File: config.mk
export PLATFORM = sky130hd
export DESIGN_NAME = uart_cmd_tx
export DESIGN_NICKNAME = d
export VERILOG_FILES = /design/src/rtl/uart_cmd_tx.sv
export SDC_FILE = /design/constraint.sdc
export NUM_CORES = 1
export LEC_CHECK = 0
export BUFFER_PORTS_ARGS = -buffer_cell sky130_fd_sc_hd__buf_4
export CORE_MARGIN = 2
export CORE_UTILIZATION = 50
export CTS_CLUSTER_DIAMETER = 150
export CTS_CLUSTER_SIZE = 12
export DETAILED_ROUTE_END_ITERATION = 8
export PLACE_DENSITY = 0.65
export SLEW_MARGIN = 15
export SYNTH_ARGS = -nofsm -noshare
export SYNTH_HDL_FRONTEND = slang
export SYNTH_SLANG_ARGS = --single-unit
File: constraint.sdc
create_clock -name clk -period 6.65 [get_ports clk]
set_clock_uncertainty 0.1 [all_clocks]
set_input_delay 0.9975 -clock clk [delete_from_list [all_inputs] [get_ports clk]]
set_output_delay 0.9975 -clock clk [all_outputs]
set_load 0.01 [all_outputs]
File: src/rtl/uart_cmd_tx.sv
// uart_cmd_tx -- queued UART command transmitter.
// Command words are pushed into a small FIFO and sent back-to-back as
// start / DATA_BITS data bits (LSB first) / stop frames, with an optional
// idle-high gap of GAP_CYCLES after each stop bit.
// Build option: define UART_CMD_PARITY_EN to insert an even-parity bit
// between the last data bit and the stop bit.
module uart_cmd_tx #(
    parameter int DATA_BITS  = 8,
    parameter int BAUD_DIV   = 2604,
    parameter int FIFO_DEPTH = 4,
    parameter int GAP_CYCLES = 0
) (
    input  logic                 clk,
    input  logic                 rst_n,
    input  logic                 wr_en,
    input  logic [DATA_BITS-1:0] wr_data,
    output logic                 TX,
    output logic                 full,
    output logic                 empty,
    output logic                 busy,
    output logic                 tx_done,
    output logic                 ovfl
);

    localparam int PTR_W  = $clog2(FIFO_DEPTH);
    localparam int CNT_W  = PTR_W + 1;
    localparam int BAUD_W = $clog2(BAUD_DIV);
    localparam int BIT_W  = $clog2(DATA_BITS);
    localparam int GAP_W  = (GAP_CYCLES > 1) ? $clog2(GAP_CYCLES) : 1;

    localparam logic [BAUD_W-1:0] BAUD_LAST = BAUD_W'(BAUD_DIV - 1);
    localparam logic [BIT_W-1:0]  BIT_LAST  = BIT_W'(DATA_BITS - 1);
    localparam logic [GAP_W-1:0]  GAP_LAST  = GAP_W'((GAP_CYCLES > 0) ? GAP_CYCLES - 1 : 0);
    localparam logic [CNT_W-1:0]  CNT_FULL  = CNT_W'(FIFO_DEPTH);

`ifdef UART_CMD_PARITY_EN
    typedef enum logic [2:0] { S_IDLE, S_START, S_DATA, S_PAR, S_STOP, S_GAP } state_t;
`else
    typedef enum logic [2:0] { S_IDLE, S_START, S_DATA, S_STOP, S_GAP } state_t;
`endif

    // FIFO storage and bookkeeping
    logic [DATA_BITS-1:0] mem_q [FIFO_DEPTH];
    logic [PTR_W-1:0]     wr_ptr_q, rd_ptr_q;
    logic [CNT_W-1:0]     count_q, count_d;
    logic                 full_q, empty_q, ovfl_q;
    logic                 push, pop;

    // Transmitter state
    state_t               state_q;
    logic [BAUD_W-1:0]    baud_q;
    logic [BIT_W-1:0]     bit_q;
    logic [GAP_W-1:0]     gap_q;
    logic [DATA_BITS-1:0] shift_q;
    logic                 tx_q, tx_done_q, busy_q;
`ifdef UART_CMD_PARITY_EN
    logic                 parity_q;
`endif

    // Push/pop handshake and next FIFO occupancy
    always_comb begin
        // NOTE: combinational logic uses blocking '=' and gives every output a
        // default first, so no path leaves a value held and no latch is inferred.
        pop     = (state_q == S_IDLE) && !empty_q;
        push    = wr_en && (!full_q || pop);
        count_d = count_q;
        if (push && !pop) begin
            count_d = count_q + 1'b1;
        end else if (pop && !push) begin
            count_d = count_q - 1'b1;
        end
    end

    // FIFO pointers, registered flags and sticky overflow
    always_ff @(posedge clk or negedge rst_n) begin
        // NOTE: clocked state uses non-blocking '<=' so every flop samples the
        // pre-edge values regardless of statement order.
        if (!rst_n) begin
            wr_ptr_q <= '0;
            rd_ptr_q <= '0;
            count_q  <= '0;
            full_q   <= 1'b0;
            empty_q  <= 1'b1;
            ovfl_q   <= 1'b0;
        end else begin
            if (push) wr_ptr_q <= wr_ptr_q + 1'b1;
            if (pop)  rd_ptr_q <= rd_ptr_q + 1'b1;
            count_q <= count_d;
            full_q  <= (count_d == CNT_FULL);
            empty_q <= (count_d == '0);
            if (wr_en && !push) ovfl_q <= 1'b1;
        end
    end

    // FIFO data array
    always_ff @(posedge clk) begin
        // NOTE: the storage array has no reset; empty_q guards every read, so
        // stale contents are never observed and the array maps to plain RAM.
        if (push) mem_q[wr_ptr_q] <= wr_data;
    end

    // Frame sequencer; TX, tx_done and busy are driven straight from flops
    always_ff @(posedge clk or negedge rst_n) begin
        if (!rst_n) begin
            state_q   <= S_IDLE;
            baud_q    <= '0;
            bit_q     <= '0;
            gap_q     <= '0;
            shift_q   <= '0;
            tx_q      <= 1'b1;
            tx_done_q <= 1'b0;
            busy_q    <= 1'b0;
`ifdef UART_CMD_PARITY_EN
            parity_q  <= 1'b0;
`endif
        end else begin
            tx_done_q <= 1'b0;
            baud_q    <= baud_q + 1'b1;
            unique case (state_q)
                S_IDLE: begin
                    tx_q   <= 1'b1;
                    baud_q <= '0;
                    if (pop) begin
                        shift_q  <= mem_q[rd_ptr_q];
`ifdef UART_CMD_PARITY_EN
                        parity_q <= ^mem_q[rd_ptr_q];
`endif
                        bit_q    <= '0;
                        busy_q   <= 1'b1;
                        state_q  <= S_START;
                    end
                end
                S_START: begin
                    tx_q <= 1'b0;
                    if (baud_q == BAUD_LAST) begin
                        baud_q  <= '0;
                        state_q <= S_DATA;
                    end
                end
                S_DATA: begin
                    tx_q <= shift_q[0];
                    if (baud_q == BAUD_LAST) begin
                        baud_q  <= '0;
                        shift_q <= shift_q >> 1;
                        bit_q   <= bit_q + 1'b1;
                        if (bit_q == BIT_LAST) begin
`ifdef UART_CMD_PARITY_EN
                            state_q <= S_PAR;
`else
                            state_q <= S_STOP;
`endif
                        end
                    end
                end
`ifdef UART_CMD_PARITY_EN
                S_PAR: begin
                    tx_q <= parity_q;
                    if (baud_q == BAUD_LAST) begin
                        baud_q  <= '0;
                        state_q <= S_STOP;
                    end
                end
`endif
                S_STOP: begin
                    tx_q <= 1'b1;
                    if (baud_q == BAUD_LAST) begin
                        baud_q    <= '0;
                        tx_done_q <= 1'b1;
                        if (GAP_CYCLES > 0) begin
                            gap_q   <= '0;
                            state_q <= S_GAP;
                        end else begin
                            busy_q  <= 1'b0;
                            state_q <= S_IDLE;
                        end
                    end
                end
                S_GAP: begin
                    tx_q  <= 1'b1;
                    gap_q <= gap_q + 1'b1;
                    if (gap_q == GAP_LAST) begin
                        busy_q  <= 1'b0;
                        state_q <= S_IDLE;
                    end
                end
                default: begin
                    tx_q    <= 1'b1;
                    busy_q  <= 1'b0;
                    state_q <= S_IDLE;
                end
            endcase
        end
    end

    assign TX      = tx_q;
    assign full    = full_q;
    assign empty   = empty_q;
    assign busy    = busy_q;
    assign tx_done = tx_done_q;
    assign ovfl    = ovfl_q;

endmodule
# --- After elaboration in Yosys (flattened, before gate mapping) ---
# Memories as Yosys holds them, arrays and structs flattened.
# Index checks and enable logic that the tools add are counted.
op_classes:
  addsub: 7
  eq_ne: 13
  mux: 26
  n_bitwise: 1
  n_reduce_logical: 18
ops:
  columns: ["operator", "count"]
  rows:
  - ["$mux 3", 10]
  - ["$pmux 12 s2", 1]
  - ["$mux 8", 2]
  - ["$pmux 8 s2", 1]
  - ["$pmux 3 s5", 1]
  - ["$add 12x1->12 const B", 1]
  - ["$eq 12x12->1 const B", 1]
  - ["$mux 12", 1]
  - ["$ne 2x2->1 const B", 6]
  - ["$eq 3x3->1 const B", 3]
  - ["$mux 1", 7]
  - ["$add 3x1->3 const B", 2]
  - ["$eq 3x2->1 const B", 2]
  - ["$logic_not 3->1", 2]
  - ["$pmux 3 s2", 1]
  - ["$reduce_and 6->1", 1]
  - ["$logic_and 1x1->1", 5]
  - ["$add 2x1->2 const B", 2]
  - ["$logic_not 1->1", 4]
  - ["$pmux 1 s4", 1]
  - ["$reduce_and 4->1", 1]
  - ["$eq 3x1->1 const B", 1]
  - ["$reduce_and 3->1", 1]
  - ["$reduce_or 3->1", 1]
  - ["other kinds (7)", 7]
word_totals:
  reg_bits: 40
  ramBits: 32
  input_bits: 11
  out_inout_bits: 6
  elab_cells: 80
  mem_count: 1
mem_list:
  columns: ["name", "depth", "word_bits", "read_ports", "rd_clocked_by_memory_dff", "write_ports", "line_no", "rtl"]
  rows:
  - ["mem_q", 4, 8, 1, 0, 1, "43", "logic [DATA_BITS-1:0] mem_q [FIFO_DEPTH];"]

# --- Longest topological paths before layout ---
logic_depth:
  word_depth: 9
  ltp_mapped: 8

# --- Least setup slack after synthesis ---
# No wires, ideal clock.
synth_timing:
  path_kind: "input to register"
  start: "input port wr_en"
  end: "memory mem_q[0][0] (enable)"
  setup_time_ns: 0.332
  t_arrival_ns: 1.932
  required_ns: 6.218
  setup_slack_ns: 4.286
  path_stages: 3
  path_buffers: 1
  path_cell_list: "clkbuf_1 -> a21boi_1 -> and2_1"
synth_between:
  elab_chain_len: 3
synth_lines:
  columns: ["element", "line_no", "rtl"]
  rows:
  - ["start, declared", "15", "input logic wr_en,"]
  - ["$logic_and 1x1->1", "65", "push = wr_en && (!full_q || pop);"]
  - ["$mux 1", "99", "if (push) mem_q[wr_ptr_q] <= wr_data;"]
  - ["$mux 1 (implied by the code)", "99", null]
  - ["end, declared", "43", null]
# No other way between the ends.

# --- Final worst setup path ---
layout_timing:
  start: "register state_q[0]"
  end: "memory mem_q[1][0] (enable)"
layout_between:
  elab_chain_len: 6
layout_lines:
  columns: ["element", "line_no", "rtl"]
  rows:
  - ["start, declared", "50", "state_t state_q;"]
  - ["start signal, assigned", "105", "state_q <= S_IDLE;"]
  - ["start signal, assigned", "130", "state_q <= S_START;"]
  - ["start signal, assigned", "137", "state_q <= S_DATA;"]
  - ["$logic_not 3->1", "64", "pop = (state_q == S_IDLE) && !empty_q;"]
  - ["$logic_and 1x1->1", "64", null]
  - ["$logic_or 1x1->1", "65", null]
  - ["$logic_and 1x1->1", "65", null]
  - ["$mux 1", "99", null]
  - ["$mux 1 (implied by the code)", "99", null]
# No other way between the ends.

==> metrics.md <==
| Metric | Value |
|---|---|
| Critical path type | reg -> reg |
| HP Start | ovfl |
| Setup TNS | 0 ns |
| Largest net degree at the start of global routing | 39 |
| Clock transition at path regs | 0.08 ns |
| Power Density | 456 nW/um^2 |
| Tcrit/Tclk final | 37.2% |
| CTS Buf Count | 9 |
| Hold Vio Cnt, Final | 0 |
| Synth Area per Inst | 14.2 sq um |
| Gr ovfl total | 0 |
| Die area | 7050 sq um |
| R2R depth | 5 |
| Maxcap violations | 0 |
| Pleak | 0.00149 uW |
| First-pass GRT wire length | 8.40 mm |
| Port Buffers | 16 |
| Syn_nets | 251 |
| # resized after CTS | 0 |
| Postcts setup bufs | 0 |
| Slowest cell on crit path | a21boi_1 |
| Final setup viols | 0 |
| Root Driver | clkbuf_8 |
| Internal reg-to-reg setup slack | 4.18 ns |
| Cells along the critical path | inv_1 -> ha_1 -> nand2b_1 -> a21boi_1 -> and2_1 |
| Post-DP HPWL | 3.34 mm |
| All-Layer GR Usage | 15.5% |
| H-tree depth | 3 |
| RSZ-0062 raised after global routing | false |
| F_max | 404 MHz |
| Layout Nets | 270 |
| Worst r2r dst | mem_q[1][0] |
| Crit path max-delay family | simple AND/OR/NAND/NOR gates |
| Site row count | 29 |
| Crit end category | flip-flop |
| Gate count after technology mapping | 225 |
| Placed cell count | 310 |
| Seq/Total Area, Yosys | 59.8% |
| Hold depth | 1 |
| Routed Antenna Nets | 0 |
| Slew Limit Fails | 0 |
| I/O pin count | 17 |
| TritonCTS clock tree | done |
| Synth unique cells | 41 |
| ANT cells | 0 |
| Slew margin rel. | 60.1% |
| Status | finished clean |
| Vias per inst | 5.34 |
| Synthesized area | 3200 sq um |
| Routed WL per cell | 14.8 um |
| Synth warn | 0 |
| Req. time, crit path | 6.55 ns |
| First DRT Iteration DRCs | 69 |
| Post-route DRC violation count | 0 |
| Most frequent cells in the layout | dfrtp_1 (36), edfxtp_1 (32), nor2_1 (19) |
| Placed cell areas | 3380 sq um |
| Die Height | 84.0 um |
| Worst-Skew Late Latency | 0.34 ns |
| Vias in the first global route | 1,739 |
| First-pass DRT Iterations | 4 |
| Routability congestion estimate | 0.754 |
| Area Overhead vs Synth | 12.0% |
| Arr. time, crit path | 2.37 ns |
| Crit path time final | 2.47 ns |
| Worst min-delay path category | reg -> reg |
| Core area | 6280 sq um |
| Hold EP | ovfl |
| Starting Density | 51.0% |
| Slowest stage delay, CP | 0.47 ns |
| Worst-Margin Slew | 0.599 ns |
| Startpoint types | flip-flop |
| Design Area, Final | 3580 sq um |
| Post-Route WL | 4.84 mm |
| Non-Filler Instances | 326 |
| Buf/Inv on CP | 1 |
| Layout cells sized above 1 | 26.5% |
| CP max FO | 9 |
| Die W | 84.0 um |
| Register bit count reported by yosys | 70 |
| CTS Hold Bufs | 0 |
| Buffer depth of the longest clock path | 2 |
| Most common cell after layout, fill and taps aside | dfrtp_1 |
| Initial antenna violation count | 0 |
| Vias | 1,742 |
| CTS Sinks | 70 |
| RR Startpoint | state_q[0] |
| Worst VDD drop | 0.000244 V |
==> cells by family after synthesis <==
| logic type | count (synthesis) | synth area share, % |
|---|---|---|
| compound gates | 19 | 4.03 |
| fa+ha+maj | 15 | 5.87 |
| xor+xnor | 14 | 3.83 |
| flops | 70 | 59.8 |
| simple gates | 58 | 10.2 |
| mux | 28 | 13.5 |
| buf+inv | 21 | 2.74 |
==> flip-flops by register name, indices dropped and copies added, names as in the netlist <==
signal	flops
mem_q	32
baud_q	12
tx_done	1
busy	1
empty	1
count_q	3
ovfl	1
shift_q	8
TX	1
bit_q	3
wr_ptr_q	2
full	1
rd_ptr_q	2
state_q	2
==> per-layer routing <==
layer	GRT usage (%)	part of all wire, %
met5	0	0
met4	7.92	1.6
met3	4.25	3.1
met2	21.1	46
met1	22.8	49
==> through the flow <==
step           hold WS (ns)  power, uW  worst slack, ns  util, %
5_1_grt               0.412       1750             3.91     57.1
6_report              0.376       1630             4.18     57.1
4_1_cts               0.378       1660             4.12     57.1
3_3_place_gp          0.360       1280             4.18     53.9
2_1_floorplan         0.347       1180             4.29        -
3_5_place_dp          0.360       1310             4.13     53.9
==> worst register-to-register path, delay by kind of cell (launching register included) <==
family          cells  cell delay, ns
fa+ha+maj           1            0.32
buf+inv             1            0.12
compound gates      1            0.47
simple gates        2            0.71
flops               1            0.43
==> cell usage after synthesis (all sizes together) <==
library cell / count / area share, %
dfrtp: 36 / 28
edfxtp: 32 / 30
nor2: 19 / 2.2
mux2: 18 / 7.3
ha: 15 / 5.9
inv: 12 / 1.4
nand2: 9 / 1.1
mux4: 8 / 5.6
xor2: 8 / 2.2
clkbuf: 7 / 0.82
o21ai: 6 / 0.94
xnor2: 6 / 1.6
and2: 5 / 0.98
nand3: 5 / 0.78
nor2b: 5 / 0.98
a21oi: 3 / 0.47
and4: 3 / 0.86
nand4: 3 / 0.78
or3: 3 / 0.59
a211oi: 2 / 0.47
buf: 2 / 0.51
dfstp: 2 / 1.6
mux2i: 2 / 0.63
a21boi: 1 / 0.23
a221o: 1 / 0.35
a222oi: 1 / 0.31
a2bb2oi: 1 / 0.27
a31o: 1 / 0.27
a31oi: 1 / 0.20
a41oi: 1 / 0.27
and4b: 1 / 0.31
and4bb: 1 / 0.39
nand2b: 1 / 0.20
nor4b: 1 / 0.47
nor4bb: 1 / 0.31
o211ai: 1 / 0.23
or4: 1 / 0.23
==> final cells by class <==
type                            instances  area (sq um)
Multi-Input combinational cell        134          1200
Clock buffer                            9           124
Fill cell                             504          2690
Clock inverter                          7          80.1
Inverter                               12          45.0
Sequential cell                        70          1910
Timing Repair Buffer                   17           128
Tap cell                               77          96.3
==> report_power, final <==
group	switching, uW	internal (uW)	total, uW
registers	109	592	700
logic	253	332	585
clock network	171	178	348
==> worst max-delay path by stage <==
| stage | slack [ns] | from | cells after the start | end |
|---|---|---|---|---|
| floorplan | 4.29 | wr_en | 3 | mem_q[0][0] |
| global placement | 4.18 | wr_en | 3 | mem_q[1][5] |
| global route | 3.91 | state_q[0] | 5 | mem_q[0][2] |
| detailed placement | 4.13 | state_q[0] | 5 | mem_q[1][6] |
| CTS | 4.12 | state_q[0] | 5 | mem_q[1][0] |
| finish | 4.18 | state_q[0] | 5 | mem_q[1][0] |
Power figures use the tool's default switching activity.
